<file path="src/rtl/iob_gpio_disp.sv">
// Memory-mapped multiplexed 7-segment display driver.
// The CPU programs per-digit patterns and scan timing over a simple
// valid/ready bus. A small scan FSM steps through the digit slots, with
// an optional blanking gap between slots to suppress ghosting.
module iob_gpio_disp #(
    parameter int   N_DIGITS   = 4,
    parameter int   DATA_W     = 32,
    parameter int   ADDR_W     = 5,
    parameter int   PRESCALE_W = 16,
    parameter int   BLANK_W    = 8,
    parameter logic ANODE_ACT  = 1'b0,
    parameter logic CATH_ACT   = 1'b0,
    localparam int  IDX_W      = (N_DIGITS > 1) ? $clog2(N_DIGITS) : 1
) (
    input  logic                  clk,
    input  logic                  rst,
    input  logic                  valid,
    input  logic [ADDR_W-1:0]     address,
    input  logic [DATA_W-1:0]     wdata,
    input  logic [DATA_W/8-1:0]   wstrb,
    output logic [DATA_W-1:0]     rdata,
    output logic                  ready,
    output logic [N_DIGITS-1:0]   anode_o,
    output logic [7:0]            cathode_o,
    output logic [IDX_W-1:0]      digit_idx_o,
    output logic                  frame_tick_o
);

    localparam int CNT_W = (PRESCALE_W > BLANK_W) ? PRESCALE_W : BLANK_W;

    localparam logic [ADDR_W-1:0] A_CTRL     = ADDR_W'(0);
    localparam logic [ADDR_W-1:0] A_PRESCALE = ADDR_W'(1);
    localparam logic [ADDR_W-1:0] A_BLANK    = ADDR_W'(2);
    localparam logic [ADDR_W-1:0] A_MASK     = ADDR_W'(3);
    localparam logic [ADDR_W-1:0] A_STATUS   = ADDR_W'(4);
    localparam int                A_DIGIT0   = 8;

    typedef enum logic [1:0] {
        S_IDLE  = 2'd0,
        S_DRIVE = 2'd1,
        S_BLANK = 2'd2
    } state_t;

    // Configuration registers
    logic                  ctrl_en;
    logic                  ctrl_decode;
    logic [PRESCALE_W-1:0] prescale;
    logic [BLANK_W-1:0]    blank;
    logic [N_DIGITS-1:0]   mask;
    logic [7:0]            digits [N_DIGITS];

    // Scan FSM state
    state_t            state, state_nx;
    logic [IDX_W-1:0]  idx, idx_nx;
    logic [CNT_W-1:0]  cnt, cnt_nx;
    logic              wrap, wrap_nx;

    logic                  wr_en, rd_en;
    logic [PRESCALE_W-1:0] lane_mask;
    logic [DATA_W-1:0]     rd_val;
    logic [CNT_W-1:0]      dwell_load, blank_load;
    logic                  last_slot;
    logic [IDX_W-1:0]      idx_adv;
    logic [N_DIGITS-1:0]   anode_d;
    logic [7:0]            cath_d, seg, cur_digit;

    // Upper write-data bits have no register behind them.
    logic unused_wdata;
    assign unused_wdata = ^wdata[DATA_W-1:PRESCALE_W];

    assign wr_en = valid && (|wstrb);
    assign rd_en = valid && !(|wstrb);

    function automatic logic [PRESCALE_W-1:0] merge(
        input logic [PRESCALE_W-1:0] old_val,
        input logic [PRESCALE_W-1:0] new_val,
        input logic [PRESCALE_W-1:0] m
    );
        return (old_val & ~m) | (new_val & m);
    endfunction

    function automatic logic [6:0] hex7(input logic [3:0] v);
        case (v)
            4'h0: return 7'h3F;  4'h1: return 7'h06;  4'h2: return 7'h5B;  4'h3: return 7'h4F;
            4'h4: return 7'h66;  4'h5: return 7'h6D;  4'h6: return 7'h7D;  4'h7: return 7'h07;
            4'h8: return 7'h7F;  4'h9: return 7'h6F;  4'hA: return 7'h77;  4'hB: return 7'h7C;
            4'hC: return 7'h39;  4'hD: return 7'h5E;  4'hE: return 7'h79;  default: return 7'h71;
        endcase
    endfunction

    // Expand byte strobes into a per-bit write mask
    always_comb begin
        for (int b = 0; b < PRESCALE_W; b++) lane_mask[b] = wstrb[b/8];
    end

    // CPU register writes, honouring byte lanes
    always_ff @(posedge clk) begin
        if (!rst) begin
            ctrl_en     <= 1'b0;
            ctrl_decode <= 1'b0;
            prescale    <= PRESCALE_W'(1);
            blank       <= '0;
            mask        <= '1;
            // NOTE: the digit store is only a few flops, so it is reset to keep
            // power-up garbage off the display; larger RAMs should not be reset.
            for (int i = 0; i < N_DIGITS; i++) digits[i] <= '0;
        end else if (wr_en) begin
            if (address == A_CTRL && wstrb[0]) begin
                ctrl_en     <= wdata[0];
                ctrl_decode <= wdata[1];
            end
            if (address == A_PRESCALE)
                prescale <= merge(prescale, wdata[PRESCALE_W-1:0], lane_mask);
            if (address == A_BLANK)
                blank <= BLANK_W'(merge(PRESCALE_W'(blank), wdata[PRESCALE_W-1:0], lane_mask));
            if (address == A_MASK)
                mask <= N_DIGITS'(merge(PRESCALE_W'(mask), wdata[PRESCALE_W-1:0], lane_mask));
            for (int i = 0; i < N_DIGITS; i++) begin
                if (address == ADDR_W'(A_DIGIT0 + i))
                    digits[i] <= 8'(merge(PRESCALE_W'(digits[i]), wdata[PRESCALE_W-1:0], lane_mask));
            end
        end
    end

    // Read mux; unmapped addresses fall through to zero
    always_comb begin
        // NOTE: every combinational output gets a default first so no path
        // leaves it unassigned, which would infer a latch.
        rd_val = '0;
        if (address == A_CTRL)     rd_val = DATA_W'({ctrl_decode, ctrl_en});
        if (address == A_PRESCALE) rd_val = DATA_W'(prescale);
        if (address == A_BLANK)    rd_val = DATA_W'(blank);
        if (address == A_MASK)     rd_val = DATA_W'(mask);
        if (address == A_STATUS)   rd_val = DATA_W'({state, 4'(idx)});
        for (int i = 0; i < N_DIGITS; i++) begin
            if (address == ADDR_W'(A_DIGIT0 + i)) rd_val = DATA_W'(digits[i]);
        end
    end

    // Bus response: ready one cycle after valid, read data registered
    always_ff @(posedge clk) begin
        if (!rst) begin
            ready <= 1'b0;
            rdata <= '0;
        end else begin
            // NOTE: sequential state uses non-blocking assignments so every
            // flop samples pre-edge values regardless of statement order.
            ready <= valid;
            rdata <= rd_en ? rd_val : '0;
        end
    end

    assign dwell_load = (prescale == '0) ? '0 : CNT_W'(prescale) - CNT_W'(1);
    assign blank_load = CNT_W'(blank) - CNT_W'(1);
    assign last_slot  = (idx == IDX_W'(N_DIGITS - 1));
    assign idx_adv    = last_slot ? '0 : idx + IDX_W'(1);

    // Scan FSM state register
    always_ff @(posedge clk) begin
        if (!rst) begin
            state <= S_IDLE;
            idx   <= '0;
            cnt   <= '0;
            wrap  <= 1'b0;
        end else begin
            state <= state_nx;
            idx   <= idx_nx;
            cnt   <= cnt_nx;
            wrap  <= wrap_nx;
        end
    end

    // Scan FSM next state: dwell and blank lengths are latched on entry
    always_comb begin
        state_nx = state;
        idx_nx   = idx;
        cnt_nx   = cnt;
        wrap_nx  = 1'b0;
        if (!ctrl_en) begin
            state_nx = S_IDLE;
            idx_nx   = '0;
            cnt_nx   = '0;
        end else begin
            case (state)
                S_IDLE: begin
                    state_nx = S_DRIVE;
                    idx_nx   = '0;
                    cnt_nx   = dwell_load;
                end
                S_DRIVE: begin
                    if (cnt != '0) begin
                        cnt_nx = cnt - CNT_W'(1);
                    end else if (blank != '0) begin
                        state_nx = S_BLANK;
                        cnt_nx   = blank_load;
                    end else begin
                        idx_nx  = idx_adv;
                        wrap_nx = last_slot;
                        cnt_nx  = dwell_load;
                    end
                end
                S_BLANK: begin
                    if (cnt != '0) begin
                        cnt_nx = cnt - CNT_W'(1);
                    end else begin
                        state_nx = S_DRIVE;
                        idx_nx   = idx_adv;
                        wrap_nx  = last_slot;
                        cnt_nx   = dwell_load;
                    end
                end
                default: begin
                    state_nx = S_IDLE;
                    idx_nx   = '0;
                    cnt_nx   = '0;
                end
            endcase
        end
    end

    // Scan FSM outputs: a masked slot keeps its time but stays dark
    always_comb begin
        anode_d   = {N_DIGITS{~ANODE_ACT}};
        cath_d    = {8{~CATH_ACT}};
        cur_digit = digits[idx];
        seg       = ctrl_decode ? {cur_digit[4], hex7(cur_digit[3:0])} : cur_digit;
        if (state == S_DRIVE && mask[idx]) begin
            anode_d[idx] = ANODE_ACT;
            cath_d       = seg ^ {8{~CATH_ACT}};
        end
    end

    // Register the pad-facing outputs
    always_ff @(posedge clk) begin
        if (!rst) begin
            anode_o      <= {N_DIGITS{~ANODE_ACT}};
            cathode_o    <= {8{~CATH_ACT}};
            digit_idx_o  <= '0;
            frame_tick_o <= 1'b0;
        end else begin
            anode_o      <= anode_d;
            cathode_o    <= cath_d;
            digit_idx_o  <= idx;
            frame_tick_o <= wrap;
        end
    end

endmodule

</file>
<file path="config.mk">
export PLATFORM = sky130hd
export DESIGN_NAME = iob_gpio_disp
export DESIGN_NICKNAME = d
export VERILOG_FILES = /design/src/rtl/iob_gpio_disp.sv
export SDC_FILE = /design/constraint.sdc
export NUM_CORES = 1
export LEC_CHECK = 0
export CORE_MARGIN = 10
export CORE_UTILIZATION = 45
export CTS_CLUSTER_DIAMETER = 50
export DETAILED_ROUTE_END_ITERATION = 6
export GPL_ROUTABILITY_DRIVEN = 0
export PLACE_DENSITY = 0.66
export SLEW_MARGIN = 20
export SYNTH_ARGS = -nofsm -noshare
export SYNTH_HDL_FRONTEND = slang
export SYNTH_SLANG_ARGS = --single-unit
</file>
<file path="constraint.sdc">
create_clock -name clk -period 2.7 [get_ports clk]
set_input_delay 0.405 -clock clk [delete_from_list [all_inputs] [get_ports clk]]
set_output_delay 0.405 -clock clk [all_outputs]
set_load 0.05 [all_outputs]
</file>
==> out/qor.yml <==
die:
  pin_count: 92
  die_area_um2: 19600
  die_w_um: 140
  core_area_um2: 14000
  die_h_um: 140
  row_count: 43
  start_util: 0.463
pwr:
  comb_power_share: 0.064
  swShare: 0.216
  p_sw_mw: 0.960
  p_leak_nw: 2.90
  p_total_mw: 4.44
  internal-power_mw: 3.48
  clkPwrFrac: 0.520
  powerDensity_nw_per_um2: 561
  seqPwrFrac: 0.416
  ir_drop_mv: 0.484
yosys:
  synth_cell_type_count: 71
  async_flop_share: 0
  yosysTopAreaCellShare: 0.263
  synth_ff_type: "dfxtp_1"
  postSynthCellCount: 695
  synth_most_common_cell: "dfxtp_1"
  synthTopCellsByCount: "dfxtp_1, a21oi_1, nor2_1"
  synth_edf_count: 32
  yosys.area.top_type: "dfxtp_1"
  ys_seq_area_frac: 0.411
  avgSynthCellArea_um2: 9.31
  synth_area_leaders: "dfxtp_1, edfxtp_1, mux2i_1, a21oi_1, ha_1"
  ys_warn_count: 0
  ys_ff_latch: 117
  netlist_area_um2: 6470
detailed_routing:
  dr.first_iter.drc_count: 515
  top_layer: "met4"
  wl_met1_mm: 7.75
  drcViolationCount: 0
  routedWlPerCell_um: 18.6
  wl_mm: 17.8
  route.met3.wl_mm: 1.34
  avgViaCountPerCell: 5.78
  vias: 5530
  drtPass1Iterations: 5
  wl_met2_mm: 8.33
  ant_nets: 0
final_layout:
  diodes: 0
  post-route-util: 0.566
  nFillCells: 1239
  syn2layout_area_growth_pct: 22.3
  fin_cells: 956
  regArea_um2: 2660
  drive_gt1_frac: 0.113
  final_nets: 826
  multiInputGateArea_um2: 3500
setup_path:
  worstPathRequired_ns: 3.01
  crit_fanout: 7
  worst_setup_path_end_kind: "flop"
  start_kind: "flop"
  crit_arrival_ns: 2.75
  crit_type: "reg -> reg"
run:
  cap_violations: 0
sta:
  setup_tns_ns: 0
  period_needed_ns: 2.44
  drv_slew: 0
  max_slew_margin: 0.459
  clock_skew_ns: 0.00695
  worstMarginPinSlew_ns: 0.804
  fmax_ghz: 0.409
  rsz0062_at_grt: "false"
  finalHoldViolCount: 0
  setup_viol: 0
  finalCritPeriodShare: 0.905
cts:
  post_cts_resized: 0
  cts_tree: "yes"
  cts_max_level: 4
  numCtsBuffers: 17
  clock_latency_ns: 0.42
  clock-sinks: 117
  cts_root_buffer: "clkbuf_16"
  ctsLongestPathBuffers: 2
  clkSlewWorstSetupHoldPaths_ns: 0.05
  post-cts-setup-buffer-count: 0
  postCtsHoldBufs: 0
placed_design:
  io_buffers: 59
  hpwl_mm: 13.5
  place_inst: 924
status:
  status: "complete, no violations"
global_routing:
  globalRouteOverflowTotal: 0
  grt_max_degree: 45
  grt_usage: 0.179
  grt_pass1_wl_mm: 28.2
  grt_antenna_before_repair: 0
  grt_pass1_vias: 5361
min_path:
  hp-class: "reg -> reg"
cell usage in the layout (no fill, tap or decap), types with 8 or more instances in the layout:
master            n
and2_1           16
nand2b_1         33
a22oi_1          13
o21ai_0          16
buf_4            30
nor2b_1           8
nand3_1           9
clkdlybuf4s50_1  59
nor3_1           13
o22ai_1          10
inv_1            21
xnor2_1          10
conb_1           16
xor2_1           14
nand2_1          52
clkbuf_16        18
ha_1             19
edfxtp_1         32
mux2i_1          39
mux4_2            8
nor2_1           54
nor4_1           12
dfxtp_1          85
a21oi_1          65
routing by layer:
metal | track usage | up-vias
li1 | - | 2642
met1 | 0.228 | 2640
met2 | 0.278 | 211
met3 | 0.0497 | 37
met4 | 0.0745 | 0
met5 | 0 | -
worst paths after layout:
check | start | endpoint | slack [ns] | cells past startpoint
min reg2reg | wrap | frame_tick_o | 0.43 | 1
min | wrap | frame_tick_o | 0.43 | 1
max reg2reg | flop | cnt[15] | 0.26 | 5
max | flop | cnt[15] | 0.26 | 5
critical path, cell delays in order, from the launching register on:
cell	delay, ns
dfxtp_1	0.38
or4_1	0.59
or3_1	0.44
o31ai_1	0.53
nand2_1	0.10
o32a_1	0.29
metrics by stage:
step,hold slack [ns],instance area (um^2),worst slack (ns)
5_1_grt,0.467,7920,0.208
3_3_place_gp,0.415,7300,0.0928
4_1_cts,0.433,7920,0.288
2_1_floorplan,0.412,6530,0.344
3_5_place_dp,0.421,7300,0.0682
6_report,0.429,7920,0.257
layout make-up:
cell class              instances  share of cell area
clock buffers                  24              0.0623
clock inverters                 8              0.0153
inverters                      21             0.00996
multi-input cells             516               0.442
flip-flops and latches        117               0.336
well taps                     180              0.0285
repair buffers                 90               0.106
logic make-up after synthesis:
logic type,share of synthesized area
multiplexers,0.0881
AO/OA/AOI/OAI,0.162
XOR/XNOR,0.0325
adder cells (fa/ha/maj),0.0367
flip-flops,0.411
AND/OR/NAND/NOR,0.211
other,0.000579
buffers and inverters,0.0580
power by group through the flow:
stage | Combinational [mW] | Sequential [mW] | Clock (mW)
finish | 0.284 | 1.84 | 2.31
floorplan | 0.189 | 1.88 | 0
global route | 0.304 | 1.85 | 2.44
global placement | 0.276 | 1.88 | 0
detailed placement | 0.280 | 1.88 | 0
CTS | 0.281 | 1.84 | 2.35
Power figures use the tool's default switching activity.
